==> src/rtl/adpcm_pkg.sv <==
// rtl/adpcm_pkg.sv - IMA ADPCM step/index tables and encoder FSM states
package adpcm_pkg;

  localparam int IDX_MAX = 88;

  // IMA step sizes indexed by the 0..88 step index
  localparam logic [14:0] STEP_TABLE [0:88] = '{
    15'd7,     15'd8,     15'd9,     15'd10,    15'd11,    15'd12,    15'd13,    15'd14,
    15'd16,    15'd17,    15'd19,    15'd21,    15'd23,    15'd25,    15'd28,    15'd31,
    15'd34,    15'd37,    15'd41,    15'd45,    15'd50,    15'd55,    15'd60,    15'd66,
    15'd73,    15'd80,    15'd88,    15'd97,    15'd107,   15'd118,   15'd130,   15'd143,
    15'd157,   15'd173,   15'd190,   15'd209,   15'd230,   15'd253,   15'd279,   15'd307,
    15'd337,   15'd371,   15'd408,   15'd449,   15'd494,   15'd544,   15'd598,   15'd658,
    15'd724,   15'd796,   15'd876,   15'd963,   15'd1060,  15'd1166,  15'd1282,  15'd1411,
    15'd1552,  15'd1707,  15'd1878,  15'd2066,  15'd2272,  15'd2499,  15'd2749,  15'd3024,
    15'd3327,  15'd3660,  15'd4026,  15'd4428,  15'd4871,  15'd5358,  15'd5894,  15'd6484,
    15'd7132,  15'd7845,  15'd8630,  15'd9493,  15'd10442, 15'd11487, 15'd12635, 15'd13899,
    15'd15289, 15'd16818, 15'd18500, 15'd20350, 15'd22385, 15'd24623, 15'd27086, 15'd29794,
    15'd32767
  };

  // Step index adjustment per code magnitude; +8 needs a 5-bit signed field
  localparam logic signed [4:0] INDEX_ADJ [0:7] = '{
    -5'sd1, -5'sd1, -5'sd1, -5'sd1, 5'sd2, 5'sd4, 5'sd6, 5'sd8
  };

  typedef enum logic [2:0] {
    ST_IDLE,
    ST_LOAD,
    ST_QUANT,
    ST_UPDATE,
    ST_OUT
  } state_t;

  // Step lookup that stays in range even if an index ever exceeds IDX_MAX
  function automatic logic [14:0] step_of(input logic [6:0] idx);
    if (idx > 7'(IDX_MAX)) return STEP_TABLE[IDX_MAX];
    return STEP_TABLE[idx];
  endfunction

endpackage

==> src/rtl/adpcm_chan_state.sv <==
// rtl/adpcm_chan_state.sv - per-channel predictor/step-index register file
module adpcm_chan_state #(
  parameter int CHANNELS = 4,
  parameter int CH_W     = 2
) (
  input  logic            clk,
  input  logic            rst,
  input  logic [CH_W-1:0] i_rd_ch,
  output logic [15:0]     o_rd_pred,
  output logic [6:0]      o_rd_idx,
  input  logic            i_wr_en,
  input  logic [CH_W-1:0] i_wr_ch,
  input  logic [15:0]     i_wr_pred,
  input  logic [6:0]      i_wr_idx,
  input  logic            i_clr_en,
  input  logic [CH_W-1:0] i_clr_ch
);

  logic [15:0] r_pred [CHANNELS];
  logic [6:0]  r_idx  [CHANNELS];

  // Combinational read; unmatched tags read as zero
  always_comb begin
    o_rd_pred = '0;
    o_rd_idx  = '0;
    for (int i = 0; i < CHANNELS; i++) begin
      if (i_rd_ch == CH_W'(i)) begin
        o_rd_pred = r_pred[i];
        o_rd_idx  = r_idx[i];
      end
    end
  end

  // Write port; a clear to the same channel overrides the write
  always_ff @(posedge clk or posedge rst) begin
    if (rst) begin
      for (int i = 0; i < CHANNELS; i++) begin
        r_pred[i] <= '0;
        r_idx[i]  <= '0;
      end
    end else begin
      for (int i = 0; i < CHANNELS; i++) begin
        if (i_clr_en && (i_clr_ch == CH_W'(i))) begin
          r_pred[i] <= '0;
          r_idx[i]  <= '0;
        end else if (i_wr_en && (i_wr_ch == CH_W'(i))) begin
          r_pred[i] <= i_wr_pred;
          r_idx[i]  <= i_wr_idx;
        end
      end
    end
  end

endmodule

==> src/rtl/adpcm_encoder_mc.sv <==
// rtl/adpcm_encoder_mc.sv - multi-channel IMA ADPCM encoder with 3-cycle quantiser
module adpcm_encoder_mc #(
  parameter int CHANNELS = 4,
  parameter int SAMPLE_W = 16,
  parameter int CH_W     = (CHANNELS > 1) ? $clog2(CHANNELS) : 1
) (
  input  logic                clk,
  input  logic                rst,
  input  logic                in_valid,
  output logic                in_ready,
  input  logic [SAMPLE_W-1:0] in_sample,
  input  logic [CH_W-1:0]     in_ch,
  output logic                out_valid,
  input  logic                out_ready,
  output logic [3:0]          out_code,
  output logic [CH_W-1:0]     out_ch,
  output logic [15:0]         out_pred,
  input  logic                clr_valid,
  input  logic [CH_W-1:0]     clr_ch
);
  import adpcm_pkg::*;

  state_t          r_state;
  logic            r_in_ready;
  logic [15:0]     r_s16;
  logic [CH_W-1:0] r_ch;
  logic            r_wb;
  logic            r_clr_pend;
  logic            r_sign;
  logic [16:0]     r_mag;
  logic [14:0]     r_step;
  logic [16:0]     r_vpdiff;
  logic [2:0]      r_code;
  logic [1:0]      r_k;
  logic [15:0]     r_pred;
  logic [6:0]      r_idx;
  logic            r_out_valid;
  logic [3:0]      r_out_code;
  logic [CH_W-1:0] r_out_ch;
  logic [15:0]     r_out_pred;

  logic [CH_W-1:0] w_rd_ch;
  logic [15:0]     w_rd_pred;
  logic [6:0]      w_rd_idx;
  logic [16:0]     w_diff;
  logic            w_neg;
  logic [16:0]     w_mag;
  logic [14:0]     w_step_ld;
  logic [17:0]     w_sum;
  logic [15:0]     w_pred_new;
  logic [8:0]      w_idx_sum;
  logic [6:0]      w_idx_new;
  logic            w_we;

  // Out-of-range channel tags quantise against channel 0 and never write back
  assign w_rd_ch = r_wb ? r_ch : '0;
  assign w_we    = (r_state == ST_UPDATE) && r_wb && !r_clr_pend;

  adpcm_chan_state #(
    .CHANNELS (CHANNELS),
    .CH_W     (CH_W)
  ) u_state (
    .clk       (clk),
    .rst       (rst),
    .i_rd_ch   (w_rd_ch),
    .o_rd_pred (w_rd_pred),
    .o_rd_idx  (w_rd_idx),
    .i_wr_en   (w_we),
    .i_wr_ch   (r_ch),
    .i_wr_pred (w_pred_new),
    .i_wr_idx  (w_idx_new),
    .i_clr_en  (clr_valid),
    .i_clr_ch  (clr_ch)
  );

  // Difference, magnitude and initial step for the LOAD cycle
  always_comb begin
    w_diff    = {r_s16[15], r_s16} - {w_rd_pred[15], w_rd_pred};
    w_neg     = w_diff[16];
    w_mag     = w_neg ? (17'd0 - w_diff) : w_diff;
    w_step_ld = step_of(w_rd_idx);
  end

  // Saturating predictor and clamped step index for the UPDATE cycle
  always_comb begin
    if (r_sign) w_sum = {{2{r_pred[15]}}, r_pred} - {1'b0, r_vpdiff};
    else        w_sum = {{2{r_pred[15]}}, r_pred} + {1'b0, r_vpdiff};
    if (!w_sum[17] && (w_sum[16:15] != 2'b00))     w_pred_new = 16'h7FFF;
    else if (w_sum[17] && (w_sum[16:15] != 2'b11)) w_pred_new = 16'h8000;
    else                                           w_pred_new = w_sum[15:0];
    w_idx_sum = {2'b00, r_idx} + {{4{INDEX_ADJ[r_code][4]}}, INDEX_ADJ[r_code]};
    if (w_idx_sum[8])                   w_idx_new = 7'd0;
    else if (w_idx_sum > 9'(IDX_MAX))   w_idx_new = 7'(IDX_MAX);
    else                                w_idx_new = w_idx_sum[6:0];
  end

  // Encoder FSM: IDLE -> LOAD -> QUANT x3 -> UPDATE -> OUT
  always_ff @(posedge clk or posedge rst) begin
    if (rst) begin
      r_state     <= ST_IDLE;
      r_in_ready  <= 1'b0;
      r_s16       <= '0;
      r_ch        <= '0;
      r_wb        <= 1'b0;
      r_clr_pend  <= 1'b0;
      r_sign      <= 1'b0;
      r_mag       <= '0;
      r_step      <= '0;
      r_vpdiff    <= '0;
      r_code      <= '0;
      r_k         <= '0;
      r_pred      <= '0;
      r_idx       <= '0;
      r_out_valid <= 1'b0;
      r_out_code  <= '0;
      r_out_ch    <= '0;
      r_out_pred  <= '0;
    end else begin
      case (r_state)
        ST_IDLE: begin
          r_in_ready <= 1'b1;
          if (in_valid && r_in_ready) begin
            r_s16      <= 16'(in_sample) << (16 - SAMPLE_W);
            r_ch       <= in_ch;
            r_wb       <= (int'(in_ch) < CHANNELS);
            r_clr_pend <= 1'b0;
            r_in_ready <= 1'b0;
            r_state    <= ST_LOAD;
          end
        end
        ST_LOAD: begin
          r_pred   <= w_rd_pred;
          r_idx    <= w_rd_idx;
          r_sign   <= w_neg;
          r_mag    <= w_mag;
          r_step   <= w_step_ld;
          r_vpdiff <= {5'd0, w_step_ld[14:3]};
          r_code   <= '0;
          r_k      <= 2'd2;
          r_state  <= ST_QUANT;
        end
        ST_QUANT: begin
          if (r_mag >= {2'b00, r_step}) begin
            r_code   <= r_code | (3'b001 << r_k);
            r_mag    <= r_mag - {2'b00, r_step};
            r_vpdiff <= r_vpdiff + {2'b00, r_step};
          end
          r_step <= r_step >> 1;
          if (r_k == 2'd0) r_state <= ST_UPDATE;
          else             r_k     <= r_k - 2'd1;
        end
        ST_UPDATE: begin
          r_out_valid <= 1'b1;
          r_out_code  <= {r_sign, r_code};
          r_out_ch    <= r_ch;
          r_out_pred  <= w_pred_new;
          r_state     <= ST_OUT;
        end
        ST_OUT: begin
          if (out_ready) begin
            r_out_valid <= 1'b0;
            r_in_ready  <= 1'b1;
            r_state     <= ST_IDLE;
          end
        end
        default: r_state <= ST_IDLE;
      endcase
      // A clear aimed at the in-flight channel must survive the UPDATE write
      if (clr_valid && r_wb && (clr_ch == r_ch) &&
          ((r_state == ST_LOAD) || (r_state == ST_QUANT)))
        r_clr_pend <= 1'b1;
    end
  end

  assign in_ready  = r_in_ready;
  assign out_valid = r_out_valid;
  assign out_code  = r_out_code;
  assign out_ch    = r_out_ch;
  assign out_pred  = r_out_pred;

endmodule
==> config.mk <==
export PLATFORM = sky130hd
export DESIGN_NAME = adpcm_encoder_mc
export DESIGN_NICKNAME = d
export VERILOG_FILES = /design/src/rtl/adpcm_pkg.sv /design/src/rtl/adpcm_chan_state.sv /design/src/rtl/adpcm_encoder_mc.sv
export SDC_FILE = /design/constraint.sdc
export NUM_CORES = 1
export LEC_CHECK = 0
export CAP_MARGIN = 30
export CORE_MARGIN = 2
export CORE_UTILIZATION = 63
export CTS_CLUSTER_SIZE = 8
export DETAILED_ROUTE_END_ITERATION = 6
export GPL_TIMING_DRIVEN = 0
export PLACE_DENSITY = 0.93
export SLEW_MARGIN = 20
export SYNTH_ARGS = -nofsm -noshare
export SYNTH_HDL_FRONTEND = slang
export SYNTH_HIERARCHICAL = 1
export SYNTH_SLANG_ARGS = --single-unit
==> constraint.sdc <==
create_clock -name clk -period 5.7 [get_ports clk]
set_input_delay 1.71 -clock clk [delete_from_list [all_inputs] [get_ports clk]]
set_output_delay 1.71 -clock clk [all_outputs]
set_load 0.05 [all_outputs]
# Yosys cells after proc, flatten, opt, wreduce, memory -nomap -nowiden
# Memories as Yosys holds them, arrays and structs flattened.
# Cells that the tools add are included.
[word_totals] reg_bits=217 romBits=1960 input_bits=25 out_inout_bits=24 wordCells=165 memories=2
[op_classes] addsub=8 magnitude_cmp=5 eq_ne=20 n_shift=1 n_mux=59 bitwise_logic=3 n_reduce_logical=41
[memory_table] memory="(name not given)" depth=128 word_bits=15 rd=1 rd_clocked_by_memory_dff=0 wr=0 line_no="adpcm_pkg.sv:38" text="return STEP_TABLE[idx];"
[memory_table] memory="(name not given)" depth=8 word_bits=5 rd=1 rd_clocked_by_memory_dff=0 wr=0 line_no="adpcm_encoder_mc.sv:91" text="w_idx_sum = {2'b00, r_idx} + {{4{INDEX_ADJ[r_code][4]}}, INDEX_ADJ[r_code]};"
[op_table] op="$mux W16" n=14
[op_table] op="$mux W7" n=14
[op_table] op="$pmux W17 S2" n=2
[op_table] op="$mux W15" n=4
[op_table] op="$mux W17" n=3
[op_table] op="$pmux W15 S2" n=1
[op_table] op="$reduce_bool A2 Y1" n=10
[op_table] op="$add A18 B17 Y18" n=1
[op_table] op="$mux W18" n=1
[op_table] op="$sub A18 B17 Y18" n=1
[op_table] op="$add A17 B15 Y17" n=1
[op_table] op="$ge A17 B15 Y1" n=1
[op_table] op="$sub A1 B17 Y17 const A" n=1
[op_table] op="$sub A16 B16 Y17" n=1
[op_table] op="$sub A17 B15 Y17" n=1
[op_table] op="$logic_and A1 B1 Y1" n=16
[op_table] op="$pmux W3 S5" n=1
[op_table] op="$eq A2 B2 Y1 const B" n=6
[op_table] op="$mux W3" n=4
[op_table] op="$ne A2 B2 Y1 const B" n=6
[op_table] op="$reduce_and A2 Y1" n=6
[op_table] op="$mux W5" n=2
[op_table] op="$add A8 B5 Y9" n=1
[op_table] op="$gt A9 B7 Y1 const B" n=1
[op_table] op="other kinds (23)" n=38

# Longest topological paths before layout
# Gate-level depths: netlist of run 1.
[logic_depth] word_depth=12 ltp_mapped=18 ltp_nobuf=17

# Modules after synthesis
# The synthesis of run 1 kept the hierarchy.
[by_module_without_submodules] mod="adpcm_encoder_mc" instances=1 cells_per_inst=1388 area_per_inst_um2=11044.3 seq_area_each_um2=3128.0
[by_module_without_submodules] mod="adpcm_chan_state" instances=1 cells_per_inst=440 area_per_inst_um2=4245.3 seq_area_each_um2=2302.2

# Worst setup path before layout of run 1
# OpenSTA, ideal clock, no wires.
[synth_path] kind="register to register" from="register r_ch[1]" to="register r_mag[4]" setup_ns=0.125 arrival_time_ns=3.864 t_required_ns=5.575 path_slack_ns=1.711 stages_incl_launch_ff=16 n_path_buf=1 synth_period_minus_slack_ns=3.989 cell_sequence="dfrtp_1 and2_1 buf_1 mux4_2 ha_1 inv_1 fa_1 a211oi_1 o21ai_2 a221oi_2 a22oi_2 a41oi_2 and2_1 xnor2_1 o21ai_0 mux2_2"
[synth_via] elab_chain_cells=10 word_cells_on_any_way=13 classes_between="add/sub (2); eq/ne (3); mux (7); reduce/logical (1)"
[synth_rtl] element="from (decl)" line_no="adpcm_encoder_mc.sv:26" text="logic [CH_W-1:0] r_ch;"
[synth_rtl] element="from (signal assigned)" line_no="adpcm_encoder_mc.sv:124" text="r_ch <= in_ch;"
[synth_rtl] element="$mux W2 *" line_no="adpcm_encoder_mc.sv:56" text="assign w_rd_ch = r_wb ? r_ch : '0;"
[synth_rtl] element="net w_rd_ch[1]" line_no="adpcm_encoder_mc.sv:42" text="logic [CH_W-1:0] w_rd_ch;"
[synth_rtl] element="$logic_not A2 Y1" line_no="adpcm_chan_state.sv:27" text="if (i_rd_ch == CH_W'(i)) begin"
[synth_rtl] element="$mux W16 (3 in a row)" line_no="adpcm_chan_state.sv:27"
[synth_rtl] element="$mux W16 *" line_no="adpcm_chan_state.sv:27"
[synth_rtl] element="net w_rd_pred[0]" line_no="adpcm_encoder_mc.sv:43" text="logic [15:0] w_rd_pred;"
[synth_rtl] element="$sub A16 B16 Y17 *" line_no="adpcm_encoder_mc.sv:78" text="w_diff = {r_s16[15], r_s16} - {w_rd_pred[15], w_rd_pred};"
[synth_rtl] element="$sub A1 B17 Y17" line_no="adpcm_encoder_mc.sv:80" text="w_mag = w_neg ? (17'd0 - w_diff) : w_diff;"
[synth_rtl] element="$mux W17 *" line_no="adpcm_encoder_mc.sv:80"
[synth_rtl] element="$pmux W17 S2 *" line_no="adpcm_encoder_mc.sv:119" text="case (r_state)"
[synth_rtl] element="to (signal assigned)" line_no="adpcm_encoder_mc.sv:135" text="r_mag <= w_mag;"
[synth_rtl] element="to (signal assigned)" line_no="adpcm_encoder_mc.sv:145" text="r_mag <= r_mag - {2'b00, r_step};"
[synth_rtl] element="to (decl)" line_no="adpcm_encoder_mc.sv:30" text="logic [16:0] r_mag;"
# Mark *: on every way through the listed nets, which the timed path passes. The rest lies on a longest branch.
# A chain may end at the register's enable or synchronous reset.

# Worst setup path in the final report of run 1
# Same ends and word-level chain as after synthesis.

==> results of run 1 <==
## worst max path at each step
stage	depth (start not counted)	to	from
after floorplan	1	in_ready$_DFFE_PP0P_	rst
after global placement	2	r_mag[10]$_DFFE_PP0P_	rst
after detailed placement	15	r_mag[4]$_DFFE_PP0P_	r_ch[1]$_DFFE_PP0P_
after CTS	15	r_mag[4]$_DFFE_PP0P_	r_ch[1]$_DFFE_PP0P_
after global routing	15	r_mag[4]$_DFFE_PP0P_	r_ch[1]$_DFFE_PP0P_
final	15	r_mag[4]$_DFFE_PP0P_	r_ch[1]$_DFFE_PP0P_
## kinds of logic (layout without fill, tap and decap cells)
group	Yosys count	count (layout)	synth area share
buf+inv	180	267	0.0504
xor+xnor	76	76	0.0440
other cells	0	1	0
compound gates	533	533	0.211
fa+ha+maj	101	101	0.0851
flops	217	217	0.355
mux	54	54	0.0584
simple gates	667	667	0.196
## per-layer routing
metal,up-vias,track usage,part of all wire
met4,0,0.197,0.060
met1,7267,0.494,0.38
met2,1068,0.618,0.46
li1,6635,-,-
met5,-,0,0
met3,267,0.0842,0.10
## cell usage after synthesis, types with 9 or more instances
cell type	count	share of area
nand2_1	337	0.083
a21oi_1	218	0.071
dfrtp_1	217	0.36
nor2_1	120	0.029
o21ai_0	120	0.039
ha_1	96	0.079
inv_1	77	0.019
clkbuf_1	61	0.015
xnor2_1	56	0.032
nand3_1	41	0.013
nor3_1	38	0.012
a31oi_1	26	0.011
mux4_2	26	0.038
buf_2	23	0.0075
mux2_2	22	0.016
and2_1	20	0.0082
xor2_1	19	0.011
nor2b_1	18	0.0074
o211ai_1	18	0.0088
a21o_1	17	0.0083
nand2b_1	17	0.0070
o31ai_1	16	0.0079
a211oi_1	15	0.0074
or3_1	15	0.0061
o21a_1	13	0.0064
nand4_1	10	0.0041
nor4_1	10	0.0041
and3_1	9	0.0037
o21ai_1	9	0.0029
## metrics by stage
stage	hold WS (ns)	instances	area, um^2	utilization
6_report	0.489	2240	17100	0.708
5_1_grt	0.516	2239	17100	0.708
4_1_cts	0.487	2237	17100	0.708
3_5_place_dp	0.464	2203	16200	0.674
3_3_place_gp	0.463	2200	16200	0.671
2_1_floorplan	0.450	1828	15300	-
## cells in the final DEF, fill, tap and decap left out, types with 23 or more instances in the layout
master / count
ha_1: 96
buf_2: 23
xnor2_1: 56
mux4_2: 26
nand2_1: 337
nor3_1: 38
o21ai_0: 120
clkdlybuf4s50_1: 48
clkbuf_16: 31
nand3_1: 41
clkbuf_1: 62
a21oi_1: 218
a31oi_1: 26
inv_1: 75
dfrtp_1: 217
nor2_1: 120
## state kept, by name (all words and copies together) (netlist names), 2 cells and up
register and flops:
r_state 3, out_ch 2, u_state/r_idx 28, r_pred 16, out_code 4, r_code 3
r_vpdiff 17, r_s16 16, r_step 15, u_state/r_pred 64, out_pred 16, r_ch 2
r_k 2, r_mag 17, r_idx 7
## final cells by class
| type | count | area [um^2] |
|---|---|---|
| sequential | 217 | 5430 |
| multi-input combinational | 1431 | 9090 |
| clock buffer | 32 | 779 |
| clock inverter | 2 | 28.8 |
| tap | 324 | 405 |
| antenna | 1 | 2.50 |
| inverter | 79 | 307 |
| timing repair buffer | 53 | 556 |
| buffer | 101 | 474 |
| fill | 1725 | 7030 |
## critical path, stage by stage (launching register included)
cell,delay [ns]
dfrtp_1,0.58
and2_1,0.32
buf_1,0.57
mux4_2,0.41
ha_1,0.20
inv_1,0.06
fa_1,0.43
a211oi_1,0.49
o21ai_2,0.15
a221oi_2,0.42
a22oi_2,0.18
a41oi_2,0.53
and2_1,0.22
xnor2_1,0.18
o21ai_0,0.14
mux2_2,0.29
==> results.ini, run 1 <==
[timing]
max_freq_mhz=189
max_slew_margin=0.338
tns_ns=0
skew_ns=0.0128
drv_slew=0
report.final.setup_viol=0
tightest_slew_ns=0.984
fin_ws_ns=0.406
fin_crit_ns=5.29
final.period_utilization=0.929
hold_viol=0
grt_setup_unrepaired=no

[cells_and_area]
drive_gt1_frac=0.0783
syn2layout_area_growth_pct=11.7
final_nets=2040

[min_path]
hold_class=flip-flop to flip-flop
min_from=r_idx[2]$_DFFE_PP0P_
whs_endpoint=r_idx[2]$_DFFE_PP0P_
hold_path_depth=2

[worst_setup_path]
crit_required_ns=6.14
crit_path_end_kind=flip-flop
r2r_cells=15
regToRegEndpoint=r_mag[4]$_DFFE_PP0P_
arrival_ns=5.74
worst-setup-path-type=flip-flop to flip-flop
critPathLaunchType=flip-flop
path_max_fanout=12
r2r-start=r_ch[1]$_DFFE_PP0P_
r2r_slack_ns=0.41

[global_routing]
grt_usage=0.385
antenna_found_initial=1
grt_pass1_vias=15100
grt.overflow.total=0
grt_max_degree=100
grt_pass1_wl_mm=79.2

[routing]
routed_wl_mm=50.0
drt_iter0_markers=2160
firstDrtPassIters=6
vias=15200
drc_errors=0
via_per_inst=6.80
ant_nets=0
wl_per_cell_um=22.3

[clock_network]
cts-root-buf=clkbuf_16
holdBufCountCts=0
cts_sinks=217
h-tree-depth=1
cts_tree=done
cts_setup_buffers=0
clkTransAtPathRegs_ns=0.05
cts_resized=0
cts.path.max_buffers=3
cts_buffers=31
clkLatencyLatePin_ns=0.57

[floorplanning]
die_area_um2=25500
initial_core_util=0.634
core-area_um2=24100
ioPinCount=49
rows=57
die_h_um=160
fp.dieW_um=160

[logic_synthesis]
avgSynthCellArea_um2=8.36
synth-edff-count=0
synth-seq-cells=217
synth-warning-count=6
syn_inst=1828
ys.flop_type=dfrtp_1
synthArstFlopShare=1.00
yosysSeqAreaShare=0.355
syn-cell-area_um2=15300
synth.net_count=1954
ys_types=81

[placement]
dpl.hpwl_mm=35.6
port_buffers=48
place.gp.congestion=0.995
post-place-ws_ns=0.583

[job]
cap_violations=0

[run_status]
status=finished clean

Power of run 1 is left out: the tool's default activity adds up to more than one toggle a clock period on the data nets, which glitch-free logic cannot reach.
==> run 2: changes to the inputs <==
- CORE_UTILIZATION: 63 -> 65
- DONT_BUFFER_PORTS: not set -> 1
- PLACE_DENSITY: 0.93 -> 0.92
==> results.ini, run 2 (same netlist as run 1, synthesis figures left out) <==
[global_routing]
antenna_found_initial=0  ; was 1
grt_usage=0.393  ; was 0.385
busiest_layer=met2  ; unchanged
grt_pass1_vias=14600  ; was 15.1k
grt_util_met3=0.0804  ; was 0.0842
grtUsageMet2=0.647  ; was 0.618
grt_max_degree=69  ; was 100
grt.overflow.total=0  ; unchanged
grt_use_met1=0.500  ; was 0.494
grt_pass1_wl_mm=76.4  ; was 79.2 mm

[run_status]
status=finished clean  ; unchanged

[cells_and_area]
regMostFlops=u_state/r_pred  ; unchanged
final_util=0.712  ; was 0.708
drive_gt1_frac=0.0798  ; was 0.0783
final_cell_mix=nand2_1 (337), a21oi_1 (218), dfrtp_1 (217), o21ai_0 (120), nor2_1 (120)  ; unchanged
fin_area_um2=16600  ; was 17100 um^2
syn2layout_area_growth_pct=8.36  ; was 11.7%
stdcell_count=2185  ; was 2240
seqCellArea_um2=5430  ; unchanged
mostFrequentLayoutCell=nand2_1  ; unchanged
final_nets=1990  ; was 2040
reg_top3=u_state/r_pred (64), u_state/r_idx (28)  ; unchanged
antennaDiodeCount=0  ; was 1
largest_register_ffs=64  ; unchanged
num-fill-cells=1703  ; was 1725
multi_input_area_um2=9090  ; unchanged

[worst_setup_path]
worst-setup-path-type=flip-flop to flip-flop  ; unchanged
critPathLaunchType=flip-flop  ; unchanged
crit_required_ns=6.15  ; was 6.14 ns
crit_path_end_kind=flip-flop  ; unchanged
r2r_slack_ns=0.34  ; was 0.41 ns
path_max_fanout=12  ; unchanged
arrival_ns=5.81  ; was 5.74 ns

[min_path]
hold_class=flip-flop to flip-flop  ; unchanged

[clock_network]
cts_buffers=31  ; unchanged
cts-root-buf=clkbuf_16  ; unchanged
clkLatencyLatePin_ns=0.57  ; about the same
cts_resized=0  ; unchanged
holdBufCountCts=0  ; unchanged
cts_setup_buffers=0  ; unchanged
clkTransAtPathRegs_ns=0.06  ; was 0.05 ns
cts_sinks=217  ; unchanged
cts.path.max_buffers=3  ; unchanged
cts_tree=done  ; unchanged
h-tree-depth=1  ; unchanged

[floorplanning]
core-area_um2=23300  ; was 24100 um^2
die_h_um=157  ; was 160 um
initial_core_util=0.657  ; was 0.634
die_area_um2=24800  ; was 25500 um^2
ioPinCount=49  ; unchanged
rows=56  ; was 57
fp.dieW_um=157  ; was 160 um

[job]
cap_violations=0  ; unchanged

[timing]
report.final.setup_viol=0  ; unchanged
final.period_utilization=0.940  ; was 0.929
max_freq_mhz=187  ; was 189 MHz
tns_ns=0  ; unchanged
hold_viol=0  ; unchanged
drv_slew=0  ; unchanged
fin_crit_ns=5.36  ; was 5.29 ns
max_slew_margin=0.305  ; was 0.338
grt_setup_unrepaired=no  ; unchanged
skew_ns=0.0154  ; was 0.0128 ns
tightest_slew_ns=1.04  ; was 0.984 ns

[placement]
dpl.hpwl_mm=34.7  ; was 35.6 mm
place.gp.congestion=1.00  ; was 0.995
dp.cells=2150  ; was 2203
port_buffers=0  ; was 48
place_area_um2=15800  ; was 16200 um^2

[routing]
via_per_inst=6.77  ; was 6.80
firstDrtPassIters=6  ; unchanged
routed_wl_mm=48.5  ; was 50.0 mm
vias=14800  ; was 15.2k
wl_per_cell_um=22.2  ; was 22.3 um
drc_errors=0  ; unchanged
drt_iter0_markers=1867  ; was 2160
ant_nets=0  ; unchanged

==> run 2: changes by cell type in the layout (fill, tap and decap cells not counted) <==
| cell | before | now |
|---|---|---|
| inv_8 | 1 | 0 |
| clkdlybuf4s50_1 | 48 | 0 |
| clkinv_2 | 0 | 2 |
| inv_6 | 0 | 1 |
| clkbuf_2 | 1 | 0 |
| buf_4 | 5 | 4 |
| diode_2 | 1 | 0 |
| clkinv_4 | 1 | 0 |
==> run 2: layout make-up <==
type	instances	area share
repair buffers	3	0.00378
well taps	319	0.0241
flip-flops and latches	217	0.328
clock buffers	32	0.0470
inverters	79	0.0184
multi-input cells	1431	0.549
clock inverters	3	0.00181
plain buffers	101	0.0286
==> run 2: path summary, 6_finish.rpt <==
path	endpoint	cells past startpoint	from
max	r_mag[5]$_DFFE_PP0P_	15	r_ch[1]$_DFFE_PP0P_
min	r_pred[9]$_DFFE_PP0P_	2	r_pred[9]$_DFFE_PP0P_
max reg2reg	r_mag[5]$_DFFE_PP0P_	15	r_ch[1]$_DFFE_PP0P_
min reg2reg	r_pred[9]$_DFFE_PP0P_	2	r_pred[9]$_DFFE_PP0P_
max in group asynchronous	r_s16[14]$_DFFE_PP0P_	2	rst
min in group asynchronous	out_code[0]$_DFFE_PP0P_	1	rst
==> run 2: worst max-delay path: stages, from the launching register on <==
cell	delay, ns
dfrtp_1	0.56
and2_1	0.33
buf_1	0.65
mux4_2	0.43
ha_1	0.18
inv_1	0.05
fa_1	0.43
a211oi_1	0.44
o21ai_2	0.15
a221oi_2	0.42
a22oi_2	0.18
a41oi_2	0.50
nand2_1	0.12
xor2_1	0.38
o21ai_0	0.13
mux2_2	0.28
==> run 2: per-layer routing <==
layer | share of wire | vias to the layer above
li1 | - | 6515
met1 | 0.37 | 7067
met2 | 0.47 | 990
met3 | 0.11 | 227
met4 | 0.055 | 0
met5 | 0 | -
==> run 2: through the flow <==
step,setup WS (ns),hold slack [ns]
2_1_floorplan,0.662,0.450
3_3_place_gp,-0.675,0.470
3_5_place_dp,0.542,0.474
4_1_cts,0.558,0.492
5_1_grt,0.168,0.498
6_report,0.341,0.491
Power of run 2 is left out for the same reason.
